File: src/rtl/ioctl_sdram_writer.sv
// ioctl_sdram_writer
//
// Packs the HPS ROM download byte stream into 32-bit little-endian words and
// writes each completed word to SDRAM through a req/ack write port. It also
// latches the game-select byte and reports when every ROM byte has been
// committed to SDRAM.
//
// Ports:
//   clk, reset_n        system clock, asynchronous active-low reset
//   ioctl_addr/data     byte address and data of the current download byte
//   ioctl_wr            one-cycle byte strobe
//   ioctl_download      high while a download is in progress
//   ioctl_index         download type (ROM_INDEX = ROM data, GAME_INDEX = game select)
//   ioctl_wait          back-pressure to hps_io (a complete word is queued)
//   sdram_addr/data     16-bit-word address (bit 0 = 0) and 32-bit write data
//   sdram_we, sdram_req write request, held until sdram_ack
//   sdram_ack           one-cycle accept from the SDRAM controller
//   game_index          latched game select
//   rom_ready           all ROM bytes of the last download are in SDRAM
//   overrun             sticky: a ROM byte arrived while ioctl_wait was high
module ioctl_sdram_writer #(
    parameter logic [7:0] ROM_INDEX  = 8'd0,
    parameter logic [7:0] GAME_INDEX = 8'd1
) (
    input  logic        clk,
    input  logic        reset_n,
    input  logic [24:0] ioctl_addr,
    input  logic [7:0]  ioctl_data,
    input  logic        ioctl_wr,
    input  logic        ioctl_download,
    input  logic [7:0]  ioctl_index,
    output logic        ioctl_wait,
    output logic [22:0] sdram_addr,
    output logic [31:0] sdram_data,
    output logic        sdram_we,
    output logic        sdram_req,
    input  logic        sdram_ack,
    output logic [3:0]  game_index,
    output logic        rom_ready,
    output logic        overrun
);

    typedef enum logic {
        SLOT_IDLE,
        SLOT_BUSY
    } slot_state_t;

    typedef enum logic [1:0] {
        DL_IDLE,
        DL_LOAD,
        DL_FLUSH,
        DL_READY
    } dl_state_t;

    slot_state_t slot_q, slot_d;
    dl_state_t   dl_q, dl_d;

    logic [31:0] pack_q, pack_d;
    logic [22:0] pack_addr_q, pack_addr_d;
    logic        pack_full_q, pack_full_d;
    logic        pack_has_q, pack_has_d;
    logic [22:0] slot_addr_q, slot_addr_d;
    logic [31:0] slot_data_q, slot_data_d;
    logic        dl_prev_q, dl_prev_d;
    logic [3:0]  game_q, game_d;
    logic        overrun_q, overrun_d;

    logic        rom_wr;
    logic        game_wr;
    logic        byte_ok;
    logic        word_done;
    logic        slot_ack;
    logic        slot_free;
    logic        flush_go;
    logic        dl_rise;
    logic        dl_fall;
    logic [1:0]  lane;
    logic [22:0] word_addr;
    logic [31:0] merged;

    // Bit 24 lies beyond the 16-bit-word address range of the SDRAM port.
    logic unused_addr_msb;
    assign unused_addr_msb = ioctl_addr[24];

    always_comb begin
        slot_d      = slot_q;
        dl_d        = dl_q;
        pack_d      = pack_q;
        pack_addr_d = pack_addr_q;
        pack_full_d = pack_full_q;
        pack_has_d  = pack_has_q;
        slot_addr_d = slot_addr_q;
        slot_data_d = slot_data_q;
        dl_prev_d   = ioctl_download;
        game_d      = game_q;
        overrun_d   = overrun_q;

        rom_wr    = ioctl_wr && (ioctl_index == ROM_INDEX);
        game_wr   = ioctl_wr && (ioctl_index == GAME_INDEX);
        byte_ok   = rom_wr && !pack_full_q;
        lane      = ioctl_addr[1:0];
        word_addr = {ioctl_addr[23:2], 1'b0};
        merged    = pack_q;
        merged[{lane, 3'b000} +: 8] = ioctl_data;
        word_done = byte_ok && (lane == 2'd3);
        slot_ack  = (slot_q == SLOT_BUSY) && sdram_ack;
        // The slot can take a new word either when empty or on the edge
        // at which its current word is accepted.
        slot_free = (slot_q == SLOT_IDLE) || slot_ack;
        flush_go  = (dl_q == DL_FLUSH) && pack_has_q && !pack_full_q;
        dl_rise   = ioctl_download && !dl_prev_q && (ioctl_index == ROM_INDEX);
        dl_fall   = !ioctl_download && dl_prev_q;

        if (game_wr) begin
            game_d = ioctl_data[3:0];
        end

        if (rom_wr && pack_full_q) begin
            overrun_d = 1'b1;
        end

        if (slot_ack) begin
            slot_d = SLOT_IDLE;
        end

        if (slot_ack && pack_full_q) begin
            // Queued word follows straight on; req stays high.
            slot_d      = SLOT_BUSY;
            slot_addr_d = pack_addr_q;
            slot_data_d = pack_q;
            pack_d      = '0;
            pack_full_d = 1'b0;
            pack_has_d  = 1'b0;
        end else if (word_done) begin
            if (slot_free) begin
                slot_d      = SLOT_BUSY;
                slot_addr_d = word_addr;
                slot_data_d = merged;
                pack_d      = '0;
                pack_has_d  = 1'b0;
            end else begin
                pack_d      = merged;
                pack_addr_d = word_addr;
                pack_full_d = 1'b1;
                pack_has_d  = 1'b1;
            end
        end else if (byte_ok) begin
            pack_d      = merged;
            pack_addr_d = word_addr;
            pack_has_d  = 1'b1;
        end else if (flush_go && slot_free) begin
            // Trailing partial word: unwritten lanes are already zero.
            slot_d      = SLOT_BUSY;
            slot_addr_d = pack_addr_q;
            slot_data_d = pack_q;
            pack_d      = '0;
            pack_has_d  = 1'b0;
        end

        if (dl_rise) begin
            dl_d = DL_LOAD;
        end else begin
            case (dl_q)
                DL_LOAD: begin
                    if (dl_fall) begin
                        dl_d = DL_FLUSH;
                    end
                end
                DL_FLUSH: begin
                    if (!pack_has_q && (slot_q == SLOT_IDLE)) begin
                        dl_d = DL_READY;
                    end
                end
                default: begin
                    dl_d = dl_q;
                end
            endcase
        end
    end

    always_ff @(posedge clk or negedge reset_n) begin
        if (!reset_n) begin
            slot_q      <= SLOT_IDLE;
            dl_q        <= DL_IDLE;
            pack_q      <= '0;
            pack_addr_q <= '0;
            pack_full_q <= 1'b0;
            pack_has_q  <= 1'b0;
            slot_addr_q <= '0;
            slot_data_q <= '0;
            dl_prev_q   <= 1'b0;
            game_q      <= '0;
            overrun_q   <= 1'b0;
        end else begin
            slot_q      <= slot_d;
            dl_q        <= dl_d;
            pack_q      <= pack_d;
            pack_addr_q <= pack_addr_d;
            pack_full_q <= pack_full_d;
            pack_has_q  <= pack_has_d;
            slot_addr_q <= slot_addr_d;
            slot_data_q <= slot_data_d;
            dl_prev_q   <= dl_prev_d;
            game_q      <= game_d;
            overrun_q   <= overrun_d;
        end
    end

    assign sdram_req  = (slot_q == SLOT_BUSY);
    assign sdram_we   = (slot_q == SLOT_BUSY);
    assign sdram_addr = slot_addr_q;
    assign sdram_data = slot_data_q;
    assign ioctl_wait = pack_full_q;
    assign rom_ready  = (dl_q == DL_READY);
    assign game_index = game_q;
    assign overrun    = overrun_q;

endmodule
File: config.mk
export PLATFORM = sky130hd
export DESIGN_NAME = ioctl_sdram_writer
export DESIGN_NICKNAME = d
export VERILOG_FILES = /design/src/rtl/ioctl_sdram_writer.sv
export SDC_FILE = /design/constraint.sdc
export NUM_CORES = 1
export LEC_CHECK = 0
export ABC_AREA = 0
export BUFFER_PORTS_ARGS = -buffer_cell sky130_fd_sc_hd__buf_2
export CORE_ASPECT_RATIO = 1.5
export CORE_MARGIN = 2
export CORE_UTILIZATION = 35
export CTS_CLUSTER_DIAMETER = 40
export DETAILED_ROUTE_END_ITERATION = 8
export MAX_ROUTING_LAYER = met4
export PLACE_DENSITY = 0.64
export SLEW_MARGIN = 20
export SYNTH_ARGS = -nofsm -noshare
export SYNTH_HDL_FRONTEND = slang
export SYNTH_SLANG_ARGS = --single-unit
File: constraint.sdc
create_clock -name clk -period 2.5 [get_ports clk]
set_clock_uncertainty 0.2 [all_clocks]
set_input_delay 0.25 -clock clk [delete_from_list [all_inputs] [get_ports clk]]
set_output_delay 0.25 -clock clk [all_outputs]
set_load 0.01 [all_outputs]
==> flow_summary.yaml, run 1 <==
layout:
  final-instance-count-excl-fill: 802
  synthToLayoutAreaGrowth_pct: 29.76
  nNetsFinal: 644
  drive_gt1_frac: 0.3532
  fillers: 1431
  num_antenna_cells: 0
timing:
  final-setup-viol-count: 0
  hold_viol: 0
  setup_tns_ns: 0
  period_needed_ns: 2.193
  report.final.slew_viol_count: 0
  tightest_slew_ns: 0.6843
  max_slew_margin: 0.5438
  rsz0062_at_grt: "false"
  min_period_over_period: 0.8772
  fmax_ghz: 0.4560
  fin_ws_ns: 0.3070
  holdWs_ns: 0.02103
route:
  drt_pre_antenna_iters: 5
  routed_wl_mm: 12.83
  drc: 0
  drt-initial-drc-count: 203
  wl_per_cell_um: 15.99
  ant_nets: 0
  vias_per_cell: 5.156
  vias: 4135
critical_path:
  crit_cells: 7
  critPathTopFamily: "compound AO/OA/AOI/OAI gates"
  cp.required_ns: 2.63
  crit_path_max_fanout: 9
  rr_worst_depth: 6
  end_kind: "flop"
  critPathBufInv: 2
  crit_chain: "dlygate4sd3_1 > buf_2 > nand2b_1 > a21oi_1 > nand2_2 > o21ai_1 > a22o_1"
  start_kind: "input pin"
  crit_arrival_ns: 2.32
  path_class: "input pin to flop"
  max_stage_delay_ns: 0.52
  slowest_stage: "dlygate4sd3_1"
global_routing:
  gr-usage-all-layers: 0.1707
  grt_max_degree: 51
  grt_pass1_wl_mm: 21.18
  antenna_found_initial: 0
  overflow: 0
  grt_pass1_vias: 4231
run:
  cap_violations: 0
floorplan:
  dieArea_um2: 16380
  die_h_um: 155.7
  start_util: 0.3565
  ios: 110
  core_area_um2: 15070
  rows: 55
  die_x_um: 105.2
outcome:
  status: "complete, no violations"
logic_synthesis:
  ys_types: 49
  yosysTopAreaCellShare: 0.5543
  yosys.area.top_type: "dfrtp_1"
  yosysSeqAreaShare: 0.5543
  yosys_warnings: 0
  synthFlopType: "dfrtp_1"
  synth_fp_nets: 508
  avgSynthCellArea_um2: 11.78
  synth_area_leaders: "dfrtp_1 55%, mux2_2 5.4%, a22o_1 5.1%"
  synthArstFlopShare: 1.000
  ys_ff_latch: 119
  syn_area_um2: 5373
  synth-edff-count: 0
  synthCells: 456
min_path:
  hold_class: "input pin to flop"
  hold_depth: 2
place:
  dp_hpwl_mm: 9.198
  portBuffers: 107
  place_inst: 747
  routabilityCongestion: 0.8581
  pre_cts_ws_ns: 0.01678
cts:
  clk_pin_slew_ns: 0.05
  cts_inserted_buffers: 17
  cts.htree.levels: 4
  post-cts-setup-buffer-count: 0
  cts_buffer_depth: 2
  root_buffer: "clkbuf_16"
  cts.sinks: 119
  cts_tree: "yes"
  clock_latency_ns: 0.40
power_and_ir_drop:
  power_density_nw_per_um2: 646.4
  p_leak_nw: 3.324
  power_w: 0.004506
  ir_drop_mv: 0.3518
==> synthesized netlist by cell type, drive strengths merged, types with 7 or more instances <==
library cell and instances:
mux2i 22, nand2 65, a22oi 32, dfrtp 119, nor2 7, inv 7
mux2 26, clkbuf 14, o21ai 61, a22o 31, buf 16
==> repair_timing <==
action / CTS / global route
hold endpoints to repair: 95 / 0
setup endpoints to repair: 0 / 0
hold buffers: 25 / 0
gates resized for setup: 0 / 0
==> routing by layer <==
metal  GRT usage  up-vias  part of all wire
li1            -     1941                 -
met1      0.1976     2075              0.41
met2      0.2851      102              0.54
met3     0.03425       17             0.027
met4     0.07937        0             0.018
met5           -        -                 0
==> cells by family after synthesis <==
logic type | count (synthesis) | synth area share
AO/OA/AOI/OAI | 140 | 0.1893
AND/OR/NAND/NOR | 105 | 0.1067
multiplexers | 48 | 0.09548
adder cells (fa/ha/maj) | 6 | 0.01397
buffers and inverters | 37 | 0.03959
flip-flops | 119 | 0.5543
other | 1 | 0.0006980
==> power breakdown <==
part	internal (W)	total, W	switching (W)
sequential	0.00196	0.00199	0.0000244
clock	0.00142	0.00223	0.000810
combinational	0.000122	0.000285	0.000163
total	0.00351	0.00451	0.000997
==> through the flow <==
step / utilization / instance area [um^2]
after floorplan: - / 5373
after global placement: 0.4096 / 6173
after detailed placement: 0.4096 / 6173
after CTS: 0.4626 / 6972
after global routing: 0.4626 / 6972
final: 0.4626 / 6972
==> path summary, 6_finish.rpt <==
check | from | endpoint | slack (ns)
max reg2reg | ioctl_wait | sdram_addr[11] | 0.32
max | sdram_ack | pack_q[21] | 0.31
max in group asynchronous | reset_n | sdram_data[21] | 1.14
min reg2reg | overrun | overrun | 0.26
min in group asynchronous | reset_n | sdram_addr[1] | 0.23
min | ioctl_data[6] | pack_q[22] | 0.02
==> worst reg2reg max path: stages, from the launching register on <==
cell	delay, ns
dfrtp_1	0.37
or3b_2	0.51
nor4_4	0.24
buf_12	0.21
buf_12	0.19
mux2i_1	0.27
o21ai_2	0.07
==> cells in the final DEF, fill, tap and decap left out, types with 3 or more instances in the layout <==
cell type and instances:
a21oi_1 6, a22o_1 31, a22oi_1 32, and3_1 3
buf_12 7, buf_2 106, buf_4 9, clkbuf_16 17
clkbuf_8 3, clkinv_2 5, clkinvlp_4 3, dfrtp_1 119
dlygate4sd3_1 25, ha_1 6, inv_1 7, mux2_2 26
mux2i_1 22, nand2_1 60, nand2_4 4, nand3_1 4
nor2_1 7, nor4_2 3, o21ai_0 7, o21ai_1 34
o21ai_2 20
==> final cells by class <==
cell class,instances,area (um^2),share of cell area
Tap cell,199,249.0,0.03571
Clock inverter,9,77.57,0.01113
Inverter,7,26.28,0.003769
Timing Repair Buffer,147,988.4,0.1418
Sequential cell,119,2978,0.4271
Clock buffer,21,470.5,0.06748
Multi-Input combinational cell,300,2182,0.3130
==> state kept, by name, summed over array words and instances, names as in the netlist <==
register and count:
pack_addr_q 22, sdram_req 1, sdram_addr 22, ioctl_wait 1, dl_prev_q 1, pack_has_q 1, dl_q 2, pack_q 32
sdram_data 32, game_index 4, overrun 1
(Power assumes the default switching activity.)
==> run 2, diff against run 1 <==
--- a/config.mk
+++ b/config.mk
@@ -7,13 +7,14 @@
 export LEC_CHECK = 0
 export ABC_AREA = 0
 export BUFFER_PORTS_ARGS = -buffer_cell sky130_fd_sc_hd__buf_2
+export CAP_MARGIN = 0
 export CORE_ASPECT_RATIO = 1.5
 export CORE_MARGIN = 2
 export CORE_UTILIZATION = 35
 export CTS_CLUSTER_DIAMETER = 40
 export DETAILED_ROUTE_END_ITERATION = 8
 export MAX_ROUTING_LAYER = met4
-export PLACE_DENSITY = 0.64
+export PLACE_DENSITY_LB_ADDON = 0.3
 export SLEW_MARGIN = 20
 export SYNTH_ARGS = -nofsm -noshare
 export SYNTH_HDL_FRONTEND = slang
==> constraint.sdc (replaced) <==
create_clock -name clk -period 2.25 [get_ports clk]
set_clock_uncertainty 0.2 [all_clocks]
set_input_delay 0.225 -clock clk [delete_from_list [all_inputs] [get_ports clk]]
set_output_delay 0.225 -clock clk [all_outputs]
set_load 0.01 [all_outputs]
==> flow_summary.yaml, run 2 (same netlist as run 1, synthesis figures left out) <==
outcome:
  status: "complete, no violations"
critical_path:
  reg2reg_from: "ioctl_wait"
  crit_chain: "or3b_4 > nor4_4 > buf_12 > buf_6 > nand2_4 > a22oi_1 > o21ai_1"
  start_kind: "flop"
  max_stage_delay_ns: 0.40
  critPathBufInv: 2
  crit_path_max_fanout: 8
  rr_worst_depth: 7
  end_kind: "flop"
  slowest_stage: "dfrtp_1"
  rr_endpoint: "sdram_data[14]"
  crit_arrival_ns: 2.25
  critPathTopFamily: "simple AND/OR/NAND/NOR gates"
  reg2reg_slack_ns: 0.08
  cp.required_ns: 2.33
  path_class: "flop to flop"
layout:
  num_antenna_cells: 0
  seq_area_um2: 2978
  layout_common_cells: "119 x dfrtp_1, 106 x buf_2, 60 x nand2_1, 34 x o21ai_1, 31 x a22o_1"
  final-instance-count-excl-fill: 824
  drive_gt1_frac: 0.3856
  synthToLayoutAreaGrowth_pct: 34.44
  nNetsFinal: 664
  mostFrequentLayoutCell: "dfrtp_1"
  fillers: 1390
  multi_input_area_um2: 2225
power_and_ir_drop:
  power_w: 0.005250
  ir_drop_mv: 0.4159
  power_density_nw_per_um2: 726.9
  p_leak_nw: 3.445
route:
  routed-wl-met2_mm: 6.860
  wl_met3_um: 409
  routed_wl_mm: 13.24
  drt_pre_antenna_iters: 5
  vias_per_cell: 5.001
  top_layer_used: "met4"
  wl_per_cell_um: 16.07
  drt-initial-drc-count: 292
  wl_met1_mm: 5.669
  ant_nets: 0
  drc: 0
  vias: 4121
min_path:
  hold_end: "pack_q[28]"
  hp-start: "ioctl_data[4]"
  hold_class: "input pin to flop"
  hold_depth: 2
global_routing:
  grt_max_degree: 75
  antenna_found_initial: 0
  grt_pass1_vias: 4176
  grt_pass1_wl_mm: 21.60
  gr-usage-all-layers: 0.1727
  overflow: 0
floorplan:
  core_area_um2: 15070
  die_x_um: 105.2
  ios: 110
  start_util: 0.3565
  dieArea_um2: 16380
  rows: 55
  die_h_um: 155.7
cts:
  cts_inserted_buffers: 17
  cts.htree.levels: 4
  root_buffer: "clkbuf_16"
  cts.sinks: 119
  clock_latency_ns: 0.40
  cts_buffer_depth: 2
  clk_pin_slew_ns: 0.06
  cts_tree: "yes"
timing:
  fmax_ghz: 0.4617
  final-setup-viol-count: 0
  tightest_slew_ns: 0.6496
  hold_viol: 0
  fin_ws_ns: 0.08387
  min_period_over_period: 0.9627
  max_slew_margin: 0.5640
  period_needed_ns: 2.166
  report.final.slew_viol_count: 0
place:
  place_inst: 760
  pre_cts_ws_ns: -0.05106
  portBuffers: 107
  dp_hpwl_mm: 9.303
  routabilityCongestion: 0.7995
run:
  cap_violations: 0
-- run 2: cell types whose count changed in the layout (fill, tap and decap cells not counted), sizes merged --
| cell | change |
|---|---|
| buf | +18 |
| bufinv | +2 |
| clkbuf | -2 |
| clkinv | +2 |
| dlygate4sd3 | +2 |
-- run 2: layout make-up --
| class | instances | share of cell area |
|---|---|---|
| sequential | 119 | 0.4123 |
| multi-input combinational | 300 | 0.3080 |
| timing repair buffer | 167 | 0.1588 |
| clock buffer | 19 | 0.06132 |
| tap | 199 | 0.03447 |
| clock inverter | 13 | 0.02148 |
| inverter | 7 | 0.003638 |
-- run 2: how the worst max path moves through the flow --
| stage | start | endpoint | slack, ns | depth (start not counted) |
|---|---|---|---|---|
| after floorplan | ioctl_addr[0] | sdram_addr[10] | 0.20 | 7 |
| after global routing | sdram_ack | pack_q[17] | -0.008 | 7 |
| final | ioctl_wait | sdram_data[14] | 0.08 | 7 |
| after detailed placement | ioctl_index[5] | pack_q[17] | -0.05 | 6 |
| after global placement | ioctl_index[5] | pack_q[17] | -0.005 | 6 |
| after CTS | ioctl_wait | sdram_addr[11] | 0.09 | 6 |
-- run 2: what timing repair did --
action | CTS | global route
setup buffers | 0 | 5
endpoints found under the hold margin | 90 | 0
gates resized for setup | 0 | 11
endpoints found under the setup margin | 0 | 4
hold buffers | 27 | 0
-- run 2: worst reg2reg max path: cells and delay by family, from the launching register on --
kind,cells,cell delay (ns)
flops,1,0.40
buf+inv,2,0.31
simple gates,3,0.83
compound gates,2,0.32
-- run 2: where the power goes --
| part | internal (W) | switching [W] | total [W] | leakage [nW] |
|---|---|---|---|---|
| combinational | 0.000147 | 0.000184 | 0.000331 | 1.51 |
| clock | 0.00176 | 0.000948 | 0.00271 | 0.288 |
| sequential | 0.00218 | 0.0000280 | 0.00221 | 1.65 |
| total | 0.00409 | 0.00116 | 0.00525 | 3.44 |
-- run 2: per-stage QoR --
step	hold slack (ns)	util	TNS [ns]	instance area, um^2
finish	0.02997	0.4793	0	7223
global route	0.01737	0.4793	-0.02574	7223
CTS	0.01732	0.4737	0	7139
detailed placement	0.04075	0.4161	-0.5590	6271
global placement	0.02874	0.4161	-0.02045	6271
floorplan	-0.2706	-	0	5373
-- run 2: layer usage --
| layer | vias up | track usage |
|---|---|---|
| met1 | 2030 | 0.1994 |
| met4 | 0 | 0.07048 |
| met5 | - | - |
| met3 | 18 | 0.03676 |
| li1 | 1970 | - |
| met2 | 103 | 0.2925 |
